`config.mk`:
```
export PLATFORM = sky130hd
export DESIGN_NAME = decimal_entry_flat
export DESIGN_NICKNAME = d
export VERILOG_FILES = /design/src/rtl/decimal_entry_if.sv /design/src/rtl/decimal_entry.sv /design/src/flat_wrapper.sv
export SDC_FILE = /design/constraint.sdc
export NUM_CORES = 1
export LEC_CHECK = 0
export ABC_AREA = 1
export BUFFER_PORTS_ARGS = -buffer_cell sky130_fd_sc_hd__buf_2
export CORE_UTILIZATION = 57
export CTS_CLUSTER_DIAMETER = 200
export DETAILED_ROUTE_END_ITERATION = 6
export PLACE_DENSITY = 0.87
export SLEW_MARGIN = 20
export SYNTH_ARGS = -nofsm -noshare
export SYNTH_HDL_FRONTEND = slang
export SYNTH_SLANG_ARGS = --single-unit
```
`constraint.sdc`:
```
create_clock -name clock -period 2.6 [get_ports clock]
set_input_delay 0.52 -clock clock [delete_from_list [all_inputs] [get_ports clock]]
set_output_delay 0.52 -clock clock [all_outputs]
set_load 0.01 [all_outputs]
```
`src/rtl/decimal_entry_if.sv`:
```
// Key inputs and result/echo outputs of the decimal entry block.
// The master drives the keys and the slave is the entry logic.
interface decimal_entry_if #(
    parameter int WIDTH = 9
);
    logic [3:0]       digit;
    logic             digit_key;
    logic             sign_key;
    logic             enter_key;
    logic             clear_key;
    logic [WIDTH-1:0] value_out;
    logic             value_valid;
    logic             error;
    logic             busy;
    logic [3:0]       unit;
    logic [3:0]       ten;
    logic [3:0]       hundred;
    logic             negative;

    modport master (
        output digit, digit_key, sign_key, enter_key, clear_key,
        input  value_out, value_valid, error, busy, unit, ten, hundred, negative
    );

    modport slave (
        input  digit, digit_key, sign_key, enter_key, clear_key,
        output value_out, value_valid, error, busy, unit, ten, hundred, negative
    );
endinterface

```
`src/rtl/decimal_entry.sv`:
```
// Signed decimal keypad entry: collects BCD digits, converts them serially to
// a two's-complement value and pulses value_valid on success.
//
// state   | meaning
// IDLE    | collecting digits and sign, waiting for enter
// CONVERT | three multiply-accumulate steps, then range check
module decimal_entry #(
    parameter int WIDTH   = 9,
    parameter int NDIGITS = 3
) (
    input logic          clock,
    input logic          reset,
    decimal_entry_if.slave bus
);
    localparam int CW = $clog2(NDIGITS + 1);
    localparam logic [9:0] POS_MAX = 10'((1 << (WIDTH - 1)) - 1);
    localparam logic [9:0] NEG_MAX = 10'(1 << (WIDTH - 1));

    typedef enum logic {IDLE, CONVERT} state_t;

    state_t           state_q, state_d;
    logic [1:0]       step_q, step_d;
    logic [9:0]       acc_q, acc_d;
    logic [3:0]       hundred_q, hundred_d;
    logic [3:0]       ten_q, ten_d;
    logic [3:0]       unit_q, unit_d;
    logic [CW-1:0]    count_q, count_d;
    logic             negative_q, negative_d;
    logic [WIDTH-1:0] value_q, value_d;
    logic             valid_q, valid_d;
    logic             error_q, error_d;
    logic [3:0]       keys_q;

    logic [3:0] keys_now;
    logic [3:0] ev;
    logic       ev_clear, ev_enter, ev_digit, ev_sign;
    logic [3:0] step_digit;
    logic [9:0] acc_next;
    logic [9:0] acc_neg;
    logic       in_range;

    assign keys_now = {bus.clear_key, bus.enter_key, bus.digit_key, bus.sign_key};
    assign ev       = keys_now & ~keys_q;
    assign ev_clear = ev[3];
    assign ev_enter = ev[2];
    assign ev_digit = ev[1];
    assign ev_sign  = ev[0];

    always_comb begin
        case (step_q)
            2'd0:    step_digit = hundred_q;
            2'd1:    step_digit = ten_q;
            default: step_digit = unit_q;
        endcase
    end

    // x10 as shift-and-add; acc never exceeds 99 before the last step
    assign acc_next = (acc_q << 3) + (acc_q << 1) + {6'd0, step_digit};
    assign acc_neg  = 10'd0 - acc_q;
    assign in_range = negative_q ? (acc_q <= NEG_MAX) : (acc_q <= POS_MAX);

    always_ff @(posedge clock or posedge reset) begin
        if (reset) begin
            state_q    <= IDLE;
            step_q     <= '0;
            acc_q      <= '0;
            hundred_q  <= '0;
            ten_q      <= '0;
            unit_q     <= '0;
            count_q    <= '0;
            negative_q <= 1'b0;
            value_q    <= '0;
            valid_q    <= 1'b0;
            error_q    <= 1'b0;
            keys_q     <= '0;
        end else begin
            state_q    <= state_d;
            step_q     <= step_d;
            acc_q      <= acc_d;
            hundred_q  <= hundred_d;
            ten_q      <= ten_d;
            unit_q     <= unit_d;
            count_q    <= count_d;
            negative_q <= negative_d;
            value_q    <= value_d;
            valid_q    <= valid_d;
            error_q    <= error_d;
            keys_q     <= keys_now;
        end
    end

    always_comb begin
        state_d    = state_q;
        step_d     = step_q;
        acc_d      = acc_q;
        hundred_d  = hundred_q;
        ten_d      = ten_q;
        unit_d     = unit_q;
        count_d    = count_q;
        negative_d = negative_q;
        value_d    = value_q;
        valid_d    = 1'b0;
        error_d    = error_q;

        case (state_q)
            IDLE: begin
                if (ev_clear) begin
                    hundred_d  = '0;
                    ten_d      = '0;
                    unit_d     = '0;
                    count_d    = '0;
                    negative_d = 1'b0;
                    error_d    = 1'b0;
                end else if (ev_enter) begin
                    state_d = CONVERT;
                    acc_d   = '0;
                    step_d  = '0;
                end else if (ev_digit) begin
                    error_d = 1'b0;
                    if (bus.digit <= 4'd9 && count_q < CW'(NDIGITS)) begin
                        hundred_d = ten_q;
                        ten_d     = unit_q;
                        unit_d    = bus.digit;
                        count_d   = count_q + 1'b1;
                    end
                end else if (ev_sign) begin
                    negative_d = ~negative_q;
                end
            end

            CONVERT: begin
                if (ev_clear || step_q == 2'd3) begin
                    if (ev_clear) begin
                        error_d = 1'b0;
                    end else if (in_range) begin
                        value_d = negative_q ? acc_neg[WIDTH-1:0] : acc_q[WIDTH-1:0];
                        valid_d = 1'b1;
                        error_d = 1'b0;
                    end else begin
                        error_d = 1'b1;
                    end
                    state_d    = IDLE;
                    hundred_d  = '0;
                    ten_d      = '0;
                    unit_d     = '0;
                    count_d    = '0;
                    negative_d = 1'b0;
                end else begin
                    acc_d  = acc_next;
                    step_d = step_q + 2'd1;
                end
            end

            default: state_d = IDLE;
        endcase
    end

    assign bus.value_out   = value_q;
    assign bus.value_valid = valid_q;
    assign bus.error       = error_q;
    assign bus.busy        = (state_q == CONVERT);
    assign bus.unit        = unit_q;
    assign bus.ten         = ten_q;
    assign bus.hundred     = hundred_q;
    assign bus.negative    = negative_q;
endmodule

```
`src/flat_wrapper.sv`:
```
// flat-port wrapper written by rule: the top's interface ports become plain ports
module decimal_entry_flat 
#(
    parameter int WIDTH   = 9,
    parameter int NDIGITS = 3
)
  (clock, reset, bus_digit, bus_digit_key, bus_sign_key, bus_enter_key, bus_clear_key, bus_value_out, bus_value_valid, bus_error, bus_busy, bus_unit, bus_ten, bus_hundred, bus_negative);
  decimal_entry_if #(.WIDTH(WIDTH)) bus_i ();
  input logic clock;
  input logic reset;
  input wire logic [$bits(bus_i.digit)-1:0] bus_digit;
  input wire logic [$bits(bus_i.digit_key)-1:0] bus_digit_key;
  input wire logic [$bits(bus_i.sign_key)-1:0] bus_sign_key;
  input wire logic [$bits(bus_i.enter_key)-1:0] bus_enter_key;
  input wire logic [$bits(bus_i.clear_key)-1:0] bus_clear_key;
  output wire logic [$bits(bus_i.value_out)-1:0] bus_value_out;
  output wire logic [$bits(bus_i.value_valid)-1:0] bus_value_valid;
  output wire logic [$bits(bus_i.error)-1:0] bus_error;
  output wire logic [$bits(bus_i.busy)-1:0] bus_busy;
  output wire logic [$bits(bus_i.unit)-1:0] bus_unit;
  output wire logic [$bits(bus_i.ten)-1:0] bus_ten;
  output wire logic [$bits(bus_i.hundred)-1:0] bus_hundred;
  output wire logic [$bits(bus_i.negative)-1:0] bus_negative;
  assign bus_i.digit = bus_digit;
  assign bus_i.digit_key = bus_digit_key;
  assign bus_i.sign_key = bus_sign_key;
  assign bus_i.enter_key = bus_enter_key;
  assign bus_i.clear_key = bus_clear_key;
  assign bus_value_out = bus_i.value_out;
  assign bus_value_valid = bus_i.value_valid;
  assign bus_error = bus_i.error;
  assign bus_busy = bus_i.busy;
  assign bus_unit = bus_i.unit;
  assign bus_ten = bus_i.ten;
  assign bus_hundred = bus_i.hundred;
  assign bus_negative = bus_i.negative;
  decimal_entry #(.WIDTH(WIDTH), .NDIGITS(NDIGITS)) u_core (.clock(clock), .reset(reset), .bus(bus_i));
endmodule
```
=== Yosys cells after proc, flatten, opt, wreduce, memory -nomap -nowiden ===
Index checks and enable logic that the tools add are counted.

* Output and inout port bits: 25
* Register bits: 43
* Word-level logic and storage cells: 99
* Bits of input ports: 10

* Mux-type cells: 54
* Eq/ne operators: 11
* $add $sub $neg: 5
* Reduce and logical (&&, ||, !) cells: 8
* $lt $le $gt $ge: 4
* Bitwise logic cells: 5

{| class="wikitable"
|+ Operators by type and width
! cell !! number
|-
| two-way mux 4 bit || 13
|-
| case mux 4 bit (2 select lines) || 4
|-
| two-way mux 10 bit || 3
|-
| case mux 10 bit (2 select lines) || 1
|-
| two-way mux 1 bit || 19
|-
| two-way mux 2 bit || 8
|-
| AND reduction 4 bit || 3
|-
| adder 10 bit || 1
|-
| adder 10 x 4 -> 10 bit || 1
|-
| less-or-equal comparator 10 x 8 -> 1 bit, second input constant || 1
|-
| less-or-equal comparator 10 x 9 -> 1 bit, second input constant || 1
|-
| two-way mux 9 bit || 1
|-
| inequality test 3 x 1 -> 1 bit, second input constant || 3
|-
| subtractor 1 x 9 -> 9 bit, first input constant || 1
|-
| case mux 2 bit (2 select lines) || 2
|-
| inequality test 2 bit, second input constant || 3
|-
| inequality test 3 x 2 -> 1 bit, second input constant || 2
|-
| case mux 1 bit (2 select lines) || 3
|-
| AND reduction 3 bit || 2
|-
| adder 2 x 1 -> 2 bit, second input constant || 2
|-
| AND 4 bit || 1
|-
| less-or-equal comparator 4 bit, second input constant || 1
|-
| inverter 4 bit || 1
|-
| inverter 1 bit || 3
|-
| other kinds (7) || 7
|}

=== Logic depth before layout (Yosys ltp) ===
* Depth after elaboration: 7
* Depth in mapped cells: 14
* Gate-level depth less buffers: 14

=== Worst setup path before layout ===
No wires, ideal clock.

* Path kind: reg-to-reg
* From: register u_core.step_q[0]
* To: register u_core.acc_q[6]
* Period minus slack after synthesis: 2403 ps
* Path slack: 197 ps
* Data required time: 2471 ps
* Data arrival time: 2274 ps
* Stages on the path, launching flop included: 12
* Library setup time: 129 ps
* Path buffers: 0
* Cell sequence: dfrtp_1 inv_1 ha_1 nor2_1 nand2_1 nand3_1 fa_1 fa_1 nand3_1 nand3_1 o21ai_0 o21ai_0

* Longest elaborated chain between the ends: 5
* Elaborated cells between the ends (all ways): 10
* Those cells by class: add/sub: 1; eq/ne: 3; mux: 3; reduce/logical: 3

{| class="wikitable"
|+ RTL lines
! element !! RTL line !! RTL
|-
| start, declared || decimal_entry.sv:22 || <nowiki>logic [1:0] step_q, step_d;</nowiki>
|-
| start signal, assigned || decimal_entry.sv:78 || <nowiki>step_q <= step_d;</nowiki>
|-
| equality test 2 x 1 -> 1 bit / zero test 2 bit (equally long branches) || decimal_entry.sv:50 || <nowiki>case (step_q)</nowiki>
|-
| case mux 4 bit (2 select lines) || decimal_entry.sv:50 ||
|-
| adder 10 x 4 -> 10 bit || decimal_entry.sv:58 || <nowiki>assign acc_next = (acc_q << 3) + (acc_q << 1) + {6'd0, step_digit};</nowiki>
|-
| two-way mux 10 bit || decimal_entry.sv:132 || <nowiki>if (ev_clear || step_q == 2'd3) begin</nowiki>
|-
| case mux 10 bit (2 select lines) || decimal_entry.sv:105 || <nowiki>case (state_q)</nowiki>
|-
| end signal, assigned || decimal_entry.sv:66 || <nowiki>acc_q <= '0;</nowiki>
|-
| end signal, assigned || decimal_entry.sv:79 || <nowiki>acc_q <= acc_d;</nowiki>
|-
| end, declared || decimal_entry.sv:23 || <nowiki>logic [9:0] acc_q, acc_d;</nowiki>
|}

Parallel ways exist; a longest one is shown, timed or not. The select of a mux whose other input is x is not followed.
A chain may end at the register's enable or synchronous reset.

=== Worst setup path in the final report ===
* From: register u_core.step_q[1]
* To: register u_core.acc_q[6]

Same word-level chain as after synthesis.

==> flow_metrics.py <==
metrics = {
    "timing": {
        "relSlewSlack": 0.647,
        "period_share": 0.932,
        "final_max_slew_viol_count": 0,
        "clock.fmax_mhz": 413,
        "hold_viol_final": 0,
        "clock_skew_ps": 9.68,
        "setup_tns_ps": 0,
        "tightest_slew_ps": 529,
        "setup_viol": 0,
        "fin_ws_ps": 176,
        "layout_min_cycle_time_ps": 2420,
    },
    "synth": {
        "ys_async_sr_fraction": 1.00,
        "syn_nets": 343,
        "synthesis.instances": 312,
        "synth_cell_types": 30,
        "synth_seq_cells": 43,
        "syn_avg_cell_area_um2": 8.16,
        "yosysTopAreaCellShare": 0.423,
        "synth_edf_count": 0,
        "synthFlopType": "dfrtp_1",
        "yosys.area.top_type": "dfrtp_1",
        "seq_area_frac_synth": 0.423,
        "ys_top_cells_by_area": "dfrtp_1 (42%), nand2_1 (16%), ha_1 (9.3%), inv_1 (4.3%), nand3_1 (3.9%)",
        "yosysWarnings": 0,
        "synth_area_um2": 2550,
    },
    "die": {
        "num_rows": 23,
        "dieArea_um2": 4740,
        "start_util": 0.614,
        "coreArea_um2": 4140,
        "die_h_um": 68.8,
        "fp.dieW_um": 68.8,
        "io_pins": 35,
    },
    "hold_path": {
        "min_path_type": "in2async",
    },
    "clock_network": {
        "cts_hold_buf": 0,
        "root_buffer": "clkbuf_8",
        "clk_path_buf_depth": 2,
        "htreeDepth": 2,
        "cts_tree": "done",
        "cts_sinks": 43,
        "clk_pin_slew_worst_paths_ps": 90,
        "clk_latency_ps": 300,
        "cts_buffers": 5,
    },
    "layout": {
        "final_core_utilization": 0.698,
        "antennaDiodeCount": 0,
        "fill_cells": 337,
        "area_growth_pct": 13.7,
        "final_nets": 380,
        "drive_gt1_frac": 0.214,
    },
    "worst_setup_path": {
        "critical_path_class": "reg2reg",
        "crit_path_start_kind": "flip-flop",
        "end_kind": "flip-flop",
        "critPathMaxFanout": 5,
        "crit_required_ps": 2790,
        "worstPathArrival_ps": 2620,
    },
    "route": {
        "ant_nets": 0,
        "drt_drc_violations_left": 0,
        "vias": 2127,
        "wire_per_inst_um": 12.7,
        "drt_wl_total_um": 5080,
        "drt_iter0_drc": 86,
        "firstDrtPassIters": 5,
        "vias_per_cell": 5.32,
    },
    "placement": {
        "place_congestion": 0.913,
        "dpl.hpwl_um": 3680,
        "place_ws_ps": -6.88,
        "io_buffers": 34,
    },
    "global_routing": {
        "first_global_vias": 1946,
        "antenna_found_initial": 0,
        "grt_max_degree": 44,
        "gr-total-overflow": 0,
        "grt_usage": 0.247,
        "grt_pass1_wl_um": 8470,
    },
    "run": {
        "maxCapViolCount": 0,
    },
    "power_and_ir_drop": {
        "power_density_nw_per_um2": 1210,
        "vdd_drop_max_v": 0.000734,
        "p_leak_uw": 0.00159,
    },
    "outcome": {
        "outcome": "finished, final reports clean",
    },
}
[Yosys cell counts, types with 3 or more instances]
library cell  count
nand2_1         107
dfrtp_1          43
inv_1            29
nand3_1          20
ha_1             19
o21ai_0          15
o21ai_1          15
nor2_1           14
o21ai_2          10
a21oi_1           6
inv_2             5
buf_6             4
nand4_1           3
xor2_1            3
[where the power goes]
part	internal (uW)	total [uW]	switching, uW	leakage, uW
Combinational	688	1810	1120	0.000957
Sequential	904	1160	254	0.000571
Clock	286	529	243	0.0000581
Total	1880	3500	1620	0.00159
[what timing repair did]
action	in CTS	in global routing
gates resized for setup	1	7
pin swaps	0	2
endpoints found under the setup margin	1	6
buffers inserted	0	1
[placed cells by master, fill, tap and decap left out, drive strengths merged, types with 2 or more instances in the layout]
cell | netlist | layout
inv | 34 | 34
nand2 | 110 | 110
dfrtp | 43 | 43
nand4 | 3 | 3
nor2 | 17 | 17
o21ai | 40 | 40
ha | 19 | 19
buf | 5 | 37
fa | 2 | 2
a21oi | 7 | 7
xor2 | 3 | 3
clkinv | 0 | 2
nand3 | 22 | 22
clkbuf | 2 | 5
[metrics by stage]
| stage | hold slack (ps) | cells | instance area [um^2] | total power, uW |
|---|---|---|---|---|
| CTS | 325 | 399 | 2850 | 3450 |
| detailed placement | 473 | 391 | 2740 | 2880 |
| global route | 326 | 400 | 2890 | 3830 |
| floorplan | 449 | 312 | 2550 | 2450 |
| finish | 331 | 400 | 2890 | 3500 |
| global placement | 467 | 391 | 2740 | 2800 |
[registers in the layout, indices dropped and copies added, names as in the netlist]
| signal | cells |
|---|---|
| u_core.acc_q | 10 |
| u_core.step_q | 2 |
| u_core.bus.negative | 1 |
| u_core.bus.unit | 4 |
| u_core.count_q | 2 |
| u_core.bus.value_out | 9 |
| u_core.bus.hundred | 4 |
| u_core.bus.error | 1 |
| u_core.bus.value_valid | 1 |
| u_core.bus.busy | 1 |
| u_core.bus.ten | 4 |
| u_core.keys_q | 4 |
[final cells by class]
type	instances	area [um^2]	area share
clock buffer	5	68.8	0.0238
clock inverter	3	43.8	0.0151
inverter	34	128	0.0441
multi-input combinational	228	1320	0.457
sequential	43	1080	0.372
tap	50	62.6	0.0216
timing repair buffer	37	193	0.0666
[layer usage]
metal,vias to the layer above,wire length (um),global-route usage
li1,1080,-,-
met1,978,2280,0.307
met2,55,2470,0.414
met5,-,0,0
met4,0,137,0.110
met3,14,200,0.0526
[worst max-delay path: stages (launching register included)]
cell	delay, ps
dfrtp_1	400
inv_1	160
ha_4	200
nor2_4	50
nand2_1	50
nand3_1	80
ha_1	300
ha_1	230
fa_2	420
nand3_1	100
nand3_1	80
o21ai_0	140
o21ai_0	90
[cells by family (layout without fill, tap and decap cells)]
family	Yosys count	after routing	share of synthesized area
simple gates	154	154	0.264
compound gates	50	50	0.121
flops	43	43	0.423
buf+inv	41	79	0.0727
fa+ha+maj	21	21	0.109
xor+xnor	3	3	0.0103
[worst paths after layout]
kind | from | to | slack (ps) | depth (start not counted)
setup / recovery | u_core.step_q[1] | u_core.acc_q[6] | 180 | 12
hold / removal | reset | u_core.bus.value_valid | 330 | 3
setup reg to reg | u_core.step_q[1] | u_core.acc_q[6] | 180 | 12
hold reg to reg | u_core.bus.value_out[6] | u_core.bus.value_out[6] | 490 | 2
max in group asynchronous | reset | u_core.bus.hundred[3] | 1890 | 3
min in group clock | bus_enter_key | u_core.keys_q[2] | 330 | 1
(Power assumes the default switching activity.)
